File: config.mk
export PLATFORM = sky130hd
export DESIGN_NAME = fifo_burst_out
export DESIGN_NICKNAME = d
export VERILOG_FILES = /design/src/rtl/fifo_burst_out.sv
export SDC_FILE = /design/constraint.sdc
export NUM_CORES = 1
export LEC_CHECK = 0
export CAP_MARGIN = 10
export CORE_MARGIN = 2
export CORE_UTILIZATION = 57
export CTS_BUF_LIST = sky130_fd_sc_hd__clkbuf_8
export CTS_CLUSTER_SIZE = 12
export DETAILED_ROUTE_END_ITERATION = 8
export PLACE_DENSITY = 0.78
export RECOVER_POWER = 25
export SYNTH_ARGS = -nofsm -noshare
export SYNTH_HDL_FRONTEND = slang
export SYNTH_SLANG_ARGS = --single-unit
File: constraint.sdc
create_clock -name clk -period 5.3 [get_ports clk]
set_input_delay 1.59 -clock clk [delete_from_list [all_inputs] [get_ports clk]]
set_output_delay 1.59 -clock clk [all_outputs]
set_load 0.01 [all_outputs]
File: src/rtl/fifo_burst_out.sv
// fifo_burst_out: output FIFO that releases stored words downstream in
// fixed-length bursts over a valid/ready handshake. A flush releases a
// partial burst; writes attempted while full are dropped and reported.
module fifo_burst_out #(
  parameter int DATA_WIDTH = 32,
  parameter int DEPTH      = 16,
  parameter int BURST_LEN  = 4
) (
  input  logic                    clk,
  input  logic                    rst,
  input  logic [DATA_WIDTH-1:0]   din,
  input  logic                    din_valid,
  output logic                    din_ready,
  input  logic                    flush,
  output logic [DATA_WIDTH-1:0]   dout,
  output logic                    dout_valid,
  input  logic                    dout_ready,
  output logic                    dout_last,
  output logic [$clog2(DEPTH):0]  count,
  output logic                    full,
  output logic                    empty,
  output logic                    overflow
);

  localparam int AW = $clog2(DEPTH);
  localparam int CW = AW + 1;
  localparam int BW = $clog2(BURST_LEN) + 1;

  localparam logic [CW-1:0] DEPTH_C     = CW'(DEPTH);
  localparam logic [CW-1:0] BURST_C     = CW'(BURST_LEN);
  localparam logic [BW-1:0] BURST_REM_C = BW'(BURST_LEN);

  typedef enum logic {
    FILL  = 1'b0,
    DRAIN = 1'b1
  } state_t;

  state_t                  state;
  state_t                  state_next;
  logic [BW-1:0]           burst_rem;
  logic [BW-1:0]           burst_rem_next;
  logic [AW-1:0]           wr_ptr;
  logic [AW-1:0]           rd_ptr;
  logic [CW-1:0]           count_q;
  logic [CW-1:0]           count_next;
  logic [DATA_WIDTH-1:0]   mem [DEPTH];
  logic                    wr;
  logic                    rd;

  // Status flags all come from the registered count, so din_ready never
  // depends combinationally on dout_ready.
  assign count     = count_q;
  assign full      = (count_q == DEPTH_C);
  assign empty     = (count_q == '0);
  assign din_ready = !full;

  assign wr = din_valid & !full;
  assign rd = dout_valid & dout_ready;

  // Output side is driven purely from registered state; dout is zeroed
  // outside a burst so downstream never sees stale memory contents.
  assign dout_valid = (state == DRAIN);
  assign dout_last  = dout_valid && (burst_rem == BW'(1));
  assign dout       = dout_valid ? mem[rd_ptr] : '0;

  // Occupancy after this cycle's write/read; also steers burst launch.
  always_comb begin
    count_next = count_q + {{(CW-1){1'b0}}, wr} - {{(CW-1){1'b0}}, rd};
  end

  // Storage array: data only, never reset.
  always_ff @(posedge clk) begin
    if (wr) begin
      mem[wr_ptr] <= din;
    end
  end

  // Control registers: FSM state, burst length, pointers, count, overflow.
  always_ff @(posedge clk) begin
    if (rst) begin
      state     <= FILL;
      burst_rem <= '0;
      wr_ptr    <= '0;
      rd_ptr    <= '0;
      count_q   <= '0;
      overflow  <= 1'b0;
    end else begin
      state     <= state_next;
      burst_rem <= burst_rem_next;
      if (wr) begin
        wr_ptr <= wr_ptr + AW'(1);
      end
      if (rd) begin
        rd_ptr <= rd_ptr + AW'(1);
      end
      count_q  <= count_next;
      overflow <= din_valid & full;
    end
  end

  // Burst FSM: launch a full burst as soon as enough words are present
  // (looking at count_next so the launching write already counts), or a
  // partial one on flush; return to FILL after the last-word handshake.
  always_comb begin
    state_next     = state;
    burst_rem_next = burst_rem;
    case (state)
      FILL: begin
        if (count_next >= BURST_C) begin
          state_next     = DRAIN;
          burst_rem_next = BURST_REM_C;
        end else if (flush && (count_next != '0)) begin
          // count_next < BURST_LEN here, so it fits in burst_rem.
          state_next     = DRAIN;
          burst_rem_next = count_next[BW-1:0];
        end
      end
      DRAIN: begin
        if (rd) begin
          burst_rem_next = burst_rem - BW'(1);
          if (dout_last) begin
            state_next = FILL;
          end
        end
      end
      default: begin
        state_next     = FILL;
        burst_rem_next = '0;
      end
    endcase
  end

endmodule

==> qor.txt, run 1 <==
setup slack, reg-to-reg: 1.71 ns
Synth Register Bits: 534
post-synthesis net count: 941
antenna violations before repair: 4
H-tree levels: 3
Worst setup EP type: output pin
failing checks: design-rule violations
DRT Pass-1 Iters: 9
Initial Util: 0.579
post-synthesis cell count: 890
Hold Buf Count CTS: 0
WP data required: 3.71 ns
reg2reg start: count[3]
Placer Congestion: 0.750
Seq/Total Area, Yosys: 0.766
Pleak: 0.00741 uW
# DRC: 7
post-CTS resize count: 0
CP Launch Type: flop
Worst Path Arrival: 3.13 ns
unique cell type count in the Yosys netlist: 37
Synth area leader: edfxtp_1
count of final setup violators: 0
Synth-to-Final Area Change: 14.2%
Final min period: 4.72 ns
max-slew violation count: 0
largest buffer count on any clock path: 3
nets: 1,087
final setup margin: 0.578 ns
EDFF count, synth: 512
Async S/R FF share, synth: 0
YS warnings: 0
Synth top area share: 0.745
Rel. slew slack: 0.371
DP Worst Slack: 0.414 ns
I/O pin cnt: 80
share of cells above drive strength 1: 0.275
post-route cell area: 23,600 um2
vias in the first global route: 10.1k
fmax: 0.212 GHz
die area: 37,800 um2
class of the worst hold path: reg -> reg
Final ANT Viol Nets: 0
WL final: 41.3 mm
Worst IR Drop VDD: 0.000209 V
first-pass GRT wire length: 62.1 mm
Top FF cell, synth: edfxtp_1
Hold Slack: 0.530 ns
Worst Hold Path Cells: 2
Clock Latency Late Sink: 0.61 ns
crit path max fanout: 44
Max-Cap Viols: 0
R2R Path End: burst_rem[1]
Clock transition at path regs: 0.06 ns
# rows: 69
Fin. Hold Viols: 0
final worst-path cycle share: 0.891
worst hold path startpoint: wr_ptr[1]
Worst Hold Endpoint: wr_ptr[1]
vias: 9,584
DRT iter0 DRCs: 993
largest net degree at the start of global routing: 67
die width: 194 um
status: finished, violations left
Post-Syn Area: 20,600 um2
CTS tree: yes
Vias/cell: 6.15
synth top area cells: edfxtp_1, mux4_2, dfxtp_1, and2_1, ha_1
average cell area after synthesis: 23.2 um2
Total GRT Usage: 0.226
DR WL/cell: 26.5 um
Worst Max-Slew Pin Slew: 0.943 ns
Worst Skew: 0.0350 ns
clock sink count: 534
core box area: 35,700 um2
# Post-CTS Setup Buffers: 0
CTS Root Cell: clkbuf_8
RSZ-0062 raised after global routing: false
Buffers on Ports: 79
R2R depth: 15
DP Wirelength: 20.9 mm
WS Path Type: reg -> out
grt ovf: 0
Area after DPL: 22,100 um2
height of the die: 194 um
Power Dens Cells: 405 nW/um2
CTS Buf Count: 83
==> cells in the mapped netlist, drive strengths merged (3+ instances only) <==
master	count
a21oi	4
xnor2	5
nand2b	3
xor2	6
clkbuf	21
edfxtp	512
dfxtp	22
mux4	160
nor4	4
and2	42
ha	13
buf	24
nand2	10
nor2	23
inv	18
==> stage by stage <==
step / std cells / TNS (ns) / power (uW) / util
floorplan: 890 / -42.79 / 6030 / -
global placement: 1412 / 0 / 6610 / 0.621
detailed placement: 1412 / 0 / 6640 / 0.621
CTS: 1558 / 0 / 9650 / 0.661
global route: 1559 / 0 / 9950 / 0.661
finish: 1559 / 0 / 9550 / 0.661
==> critical path: stages, from the launching register on <==
cell and delay, ns:
dfxtp_4 0.40, buf_12 0.31, mux4_1 0.61, mux4_2 0.46, and2_1 0.20, clkdlybuf4s50_1 0.49
==> worst max-delay path by stage <==
stage	start	to	slack, ns	depth (start not counted)
after global placement	din_valid	burst_rem[1]	0.62	13
after floorplan	din_valid	mem[0][0]	-0.33	4
final	flop	dout[21]	0.58	5
after global routing	flop	dout[17]	0.46	5
after CTS	flop	dout[21]	0.53	5
after detailed placement	din_valid	burst_rem[1]	0.41	13
==> flip-flops by register name, indices dropped and copies added, names as in the netlist, named ones only <==
signal and count:
burst_rem 3, count 5, dout_valid 1, mem 512
overflow 1, rd_ptr 4, wr_ptr 4
==> cell type report <==
type / count / area [um2]
clock buffers: 84 / 1160
multi-input cells: 293 / 4590
clock inverters: 62 / 295
flip-flops and latches: 534 / 15800
diodes: 1 / 2.50
well taps: 461 / 577
inverters: 18 / 67.6
fillers: 2212 / 12100
repair buffers: 106 / 1070
==> kinds of logic after synthesis <==
group	after synthesis	share of synthesized area
AOI/OAI and AO/OA	13	0.00442
and+or+nand+nor	94	0.0250
buffers and inverters	63	0.0150
muxes	161	0.176
DFF	534	0.766
adders and majority gates	14	0.00885
xor gates and xnor gates	11	0.00467
==> layout by cell type (no fill, tap or decap), drive strengths merged, types with 10 or more instances in the layout <==
cell type / instances
clkbuf: 84
clkdlybuf4s50: 58
nand2: 10
dfxtp: 22
buf: 27
dlygate4sd3: 21
clkinv: 28
and2: 42
ha: 13
inv: 48
mux4: 160
edfxtp: 512
nor2: 23
==> where the power goes <==
group / switching, uW / internal [uW] / total, uW
clock: 1500 / 1530 / 3030
combinational: 743 / 865 / 1610
sequential: 121 / 4800 / 4920
==> layer usage <==
metal | wire [um] | up-vias | global-route usage
met5 | 38 | - | 0
met4 | 779 | 6 | 0.0741
met3 | 3200 | 67 | 0.0451
met2 | 20600 | 433 | 0.364
met1 | 16700 | 5033 | 0.319
li1 | - | 4045 | -
Power figures use the tool's default switching activity.
==> run 2, diff against run 1 <==
GPL_TIMING_DRIVEN = 1   (was not set)
PLACE_DENSITY = 0.89   (was 0.78)
==> run 2 against run 1 <==
Net effect:
- the flow still finishes with violations (design-rule violations)
- combinational power up 3%
- utilization up 0.19 points
- cell count up 0.64%
- routed wire length up 5.7%
- flip-flop and latch count unchanged
- first-iteration DRC count up 5.0%
- clock-buffer cell count down 2
- worst setup slack worse by 0.20 ns
- via count up 1.9%
- clock skew down 0.0034 ns
- sequential power about the same
- die area unchanged
- largest cell class unchanged
==> qor.txt, run 2 (synthesis gave the netlist of run 1 again) <==
Worst IR Drop VDD: 0.000338 V
Final min period: 4.92 ns
core box area: 35,700 um2
Pleak: 0.00746 uW
Total GRT Usage: 0.235
setup slack, reg-to-reg: 1.60 ns
FF+latch area: 15,800 um2
internal power: 7210 uW
share of cells above drive strength 1: 0.282
R2R depth: 15
first-pass GRT wire length: 64.3 mm
Synth-to-Final Area Change: 14.5%
# rows: 69
height of the die: 194 um
vias: 9,768
post-CTS resize count: 0
DP Wirelength: 24.4 mm
# Post-CTS Setup Buffers: 0
DRT Pass-1 Iters: 7
crit-path cells: buf_12 -> mux4_1 -> mux4_2 -> and2_1 -> clkdlybuf4s50_1
Worst path slowest cell: dfxtp_4
vias in the first global route: 10.3k
Overall Power: 9600 uW
# DRC: 12
CTS tree: yes
max incr delay on CP: 0.62 ns
CTS Root Cell: clkbuf_8
CTS Buf Count: 80
status: finished, violations left
most frequent cells in the layout: edfxtp_1, mux4_2, clkbuf_8
DR WL/cell: 27.8 um
Worst Hold Path Cells: 2
failing checks: design-rule violations
H-tree levels: 3
final worst-path cycle share: 0.929
worst hold path startpoint: rd_ptr[3]
final-layout fill cell count: 2,164
largest buffer count on any clock path: 3
CP Launch Type: flop
RSZ-0062 raised after global routing: false
Max-Cap Viols: 0
max FFs per register: 512
Worst Max-Slew Pin Slew: 0.883 ns
antenna violations before repair: 5
Worst Skew: 0.0316 ns
count of final setup violators: 0
sw frac: 0.249
Placer Congestion: 0.793
Hold Buf Count CTS: 0
grt ovf: 0
class of the worst hold path: reg -> reg
I/O pin cnt: 80
Clock transition at path regs: 0.06 ns
largest net degree at the start of global routing: 41
WL final: 43.7 mm
Buffers on Ports: 79
reg2reg start: count[2]
sequential power share: 0.510
post-route cell area: 23,600 um2
P_sw: 2390 uW
R2R Path End: burst_rem[1]
multi-input logic area: 4590 um2
Fin Setup TNS: 0 ns
combinational cell fraction of total power: 0.173
Initial Util: 0.579
most common cell after layout, fill and taps aside: edfxtp_1
WP data required: 3.71 ns
Area after DPL: 22,200 um2
Clock Latency Late Sink: 0.62 ns
Worst Path Arrival: 3.33 ns
Final ANT Viol Nets: 0
nets: 1,096
clock sink count: 534
die width: 194 um
largest reg by FF count: mem
Clock power frac: 0.317
Power Dens Cells: 406 nW/um2
fmax: 0.203 GHz
die area: 37,800 um2
Fin. Hold Viols: 0
crit path max fanout: 36
DRT iter0 DRCs: 1,043
Worst setup EP type: output pin
Vias/cell: 6.23
max-slew violation count: 0
Rel. slew slack: 0.411
WS Path Type: reg -> out
[run 2: area by class of cell]
type	instances	share of cell area
Multi-Input combinational cell	293	0.194
Inverter	18	0.00286
Clock buffer	82	0.0477
Clock inverter	60	0.0135
Timing Repair Buffer	118	0.0479
Tap cell	461	0.0244
Sequential cell	534	0.669
Antenna cell	3	0.000317
[run 2: layer usage]
metal,global-route usage,share of wire,up-vias
met4,0.0900,0.030,4
met3,0.0498,0.078,97
met1,0.319,0.39,5113
li1,-,-,4059
met5,0,0.00060,-
met2,0.384,0.50,495
[run 2: power by group through the flow]
stage | clock network, uW | registers, uW | logic [uW]
global placement | 0 | 4970 | 1630
finish | 3040 | 4890 | 1660
CTS | 3100 | 4900 | 1680
floorplan | 0 | 4950 | 1090
global route | 3270 | 4910 | 1780
detailed placement | 0 | 4980 | 1670
[run 2: how the worst max path moves through the flow]
stage	from	cells after the start	endpoint	slack, ns
final	flop	5	dout[21]	0.38
after global routing	flop	5	dout[21]	0.21
after CTS	flop	5	dout[4]	0.29
after detailed placement	din_valid	13	burst_rem[1]	0.35
after global placement	din_valid	13	burst_rem[1]	0.62
after floorplan	din_valid	4	mem[0][0]	-0.33
[run 2: critical path: cells and delay by family (launching register included)]
family        cells  cell delay [ns]
buf+inv           2             0.80
flops             1             0.62
mux               2             1.06
simple gates      1             0.19
[run 2: metrics by stage]
| stage | util | hold WS [ns] | setup slack, ns | cells |
|---|---|---|---|---|
| floorplan | - | 0.479 | -0.334 | 890 |
| global placement | 0.622 | 0.493 | 0.620 | 1424 |
| detailed placement | 0.622 | 0.525 | 0.346 | 1424 |
| CTS | 0.663 | 0.547 | 0.295 | 1566 |
| global route | 0.663 | 0.577 | 0.214 | 1568 |
| finish | 0.663 | 0.552 | 0.376 | 1569 |
==> run 3, diff against run 2 <==
==> constraint.sdc (replaced) <==
create_clock -name clk -period 5.3 [get_ports clk]
set_input_delay 1.06 -clock clk [delete_from_list [all_inputs] [get_ports clk]]
set_output_delay 1.06 -clock clk [all_outputs]
set_load 0.01 [all_outputs]
==> run 3 against run 2 <==
Net effect:
- the flow still finishes with violations (design-rule violations)
- final area shrank 0.57%
- maximum frequency grew 11%
- routed wire length is 0.52% lower
- non-clock buffer count fell by 19
- worst setup slack better by 0.49 ns
- register-to-register slack lost 0.05 ns
- combinational power hardly changed
- cell count shrank 1.3%
- utilization decreased by 0.38 points
- worst hold slack lost 0.011 ns
- clock-buffer cell count decreased by 1
- largest power group unchanged
==> qor.txt, run 3 (synthesis gave the netlist of run 1 again) <==
first-pass GRT wire length: 64.6 mm
DRT iter0 DRCs: 1,061
antenna violations before repair: 3
# Post-CTS Setup Buffers: 0
DP Worst Slack: 0.898 ns
Vias/cell: 6.25
max-slew violation count: 0
grt peak-use layer: met2
Total GRT Usage: 0.237
final setup margin: 0.868 ns
most frequent cells in the layout: edfxtp_1, mux4_2, clkbuf_8
Worst Skew: 0.0229 ns
WP data required: 4.24 ns
grt ovf: 0
CTS Root Cell: clkbuf_8
fmax: 0.226 GHz
RSZ-0062 raised after global routing: false
Synth-to-Final Area Change: 13.9%
H-tree levels: 3
Final ANT Viol Nets: 0
largest reg by FF count: mem
Rel. slew slack: 0.183
DP Wirelength: 22.9 mm
Fin. Hold Viols: 0
Worst Max-Slew Pin Slew: 1.23 ns
CTS Buf Count: 80
failing checks: design-rule violations
Worst setup EP type: output pin
WL final: 43.5 mm
Initial Util: 0.579
Hold Buf Count CTS: 0
final-layout fill cell count: 2,156
count of final setup violators: 0
Worst Path Arrival: 3.37 ns
Placer Congestion: 0.785
max FFs per register: 512
vias: 9,679
Clock Latency Late Sink: 0.61 ns
Pleak: 0.00734 uW
crit path max fanout: 33
largest buffer count on any clock path: 3
final worst-path cycle share: 0.836
share of cells above drive strength 1: 0.266
die width: 194 um
most common cell after layout, fill and taps aside: edfxtp_1
class of the worst hold path: reg -> reg
nets: 1,077
CTS tree: yes
height of the die: 194 um
I/O pin cnt: 80
Max-Cap Viols: 0
Clock transition at path regs: 0.06 ns
Final min period: 4.43 ns
Power Dens Cells: 410 nW/um2
# DRC: 12
post-CTS resize count: 0
# rows: 69
DR WL/cell: 28.1 um
largest net degree at the start of global routing: 49
status: finished, violations left
clock sink count: 534
die area: 37,800 um2
WS Path Type: reg -> out
DRT Pass-1 Iters: 7
Buffers on Ports: 79
core box area: 35,700 um2
Worst IR Drop VDD: 0.000222 V
vias in the first global route: 10.1k
CP Launch Type: flop
M2 GR Usage: 0.396
Fin Setup TNS: 0 ns
routing usage on met1: 0.318
routing usage on met3: 0.0442
[run 3: routing by layer]
| metal | vias up | wire length, um | share of wire |
|---|---|---|---|
| met3 | 99 | 3180 | 0.073 |
| met2 | 470 | 22300 | 0.51 |
| met5 | - | 28 | 0.00064 |
| met1 | 5089 | 16700 | 0.38 |
| met4 | 4 | 1270 | 0.029 |
| li1 | 4017 | - | - |
[run 3: final cells by class]
class	count	area (um2)	share of cell area
repair buffers	99	1000	0.0427
flip-flops and latches	534	15800	0.673
well taps	461	577	0.0245
clock inverters	60	333	0.0142
clock buffers	81	1110	0.0474
inverters	18	67.6	0.00287
diodes	2	5.00	0.000213
multi-input cells	293	4590	0.195
[run 3: power breakdown]
part	switching [uW]	leakage (uW)	total (uW)	internal (uW)
logic	795	0.00172	1670	870
registers	108	0.00481	4900	4800
clock network	1500	0.000820	3070	1570
total	2400	0.00734	9640	7240
[run 3: path summary, 6_finish.rpt]
check / depth (start not counted) / to / startpoint / slack [ns]
worst max register to register: 15 / burst_rem[1] / count[3] / 1.55
worst min-delay path: 2 / wr_ptr[1] / wr_ptr[1] / 0.54
worst min register to register: 2 / wr_ptr[1] / wr_ptr[1] / 0.54
worst max-delay path: 5 / dout[22] / flop / 0.87
[run 3: worst max-delay path, stage by stage, from the launching register on]
cell             delay, ns
dfxtp_4               0.71
buf_4                 0.47
mux4_2                0.39
mux4_2                0.50
and2_1                0.20
clkdlybuf4s50_1       0.48
[run 3: stage by stage]
step	cell area (um2)	instances	utilization	total power, uW	hold WS [ns]
after global routing	23500	1547	0.659	9990	0.577
final	23500	1548	0.659	9640	0.541
after floorplan	20600	890	-	6030	0.479
after detailed placement	22100	1405	0.619	6660	0.535
after CTS	23500	1546	0.659	9710	0.542
after global placement	22100	1405	0.619	6600	0.492
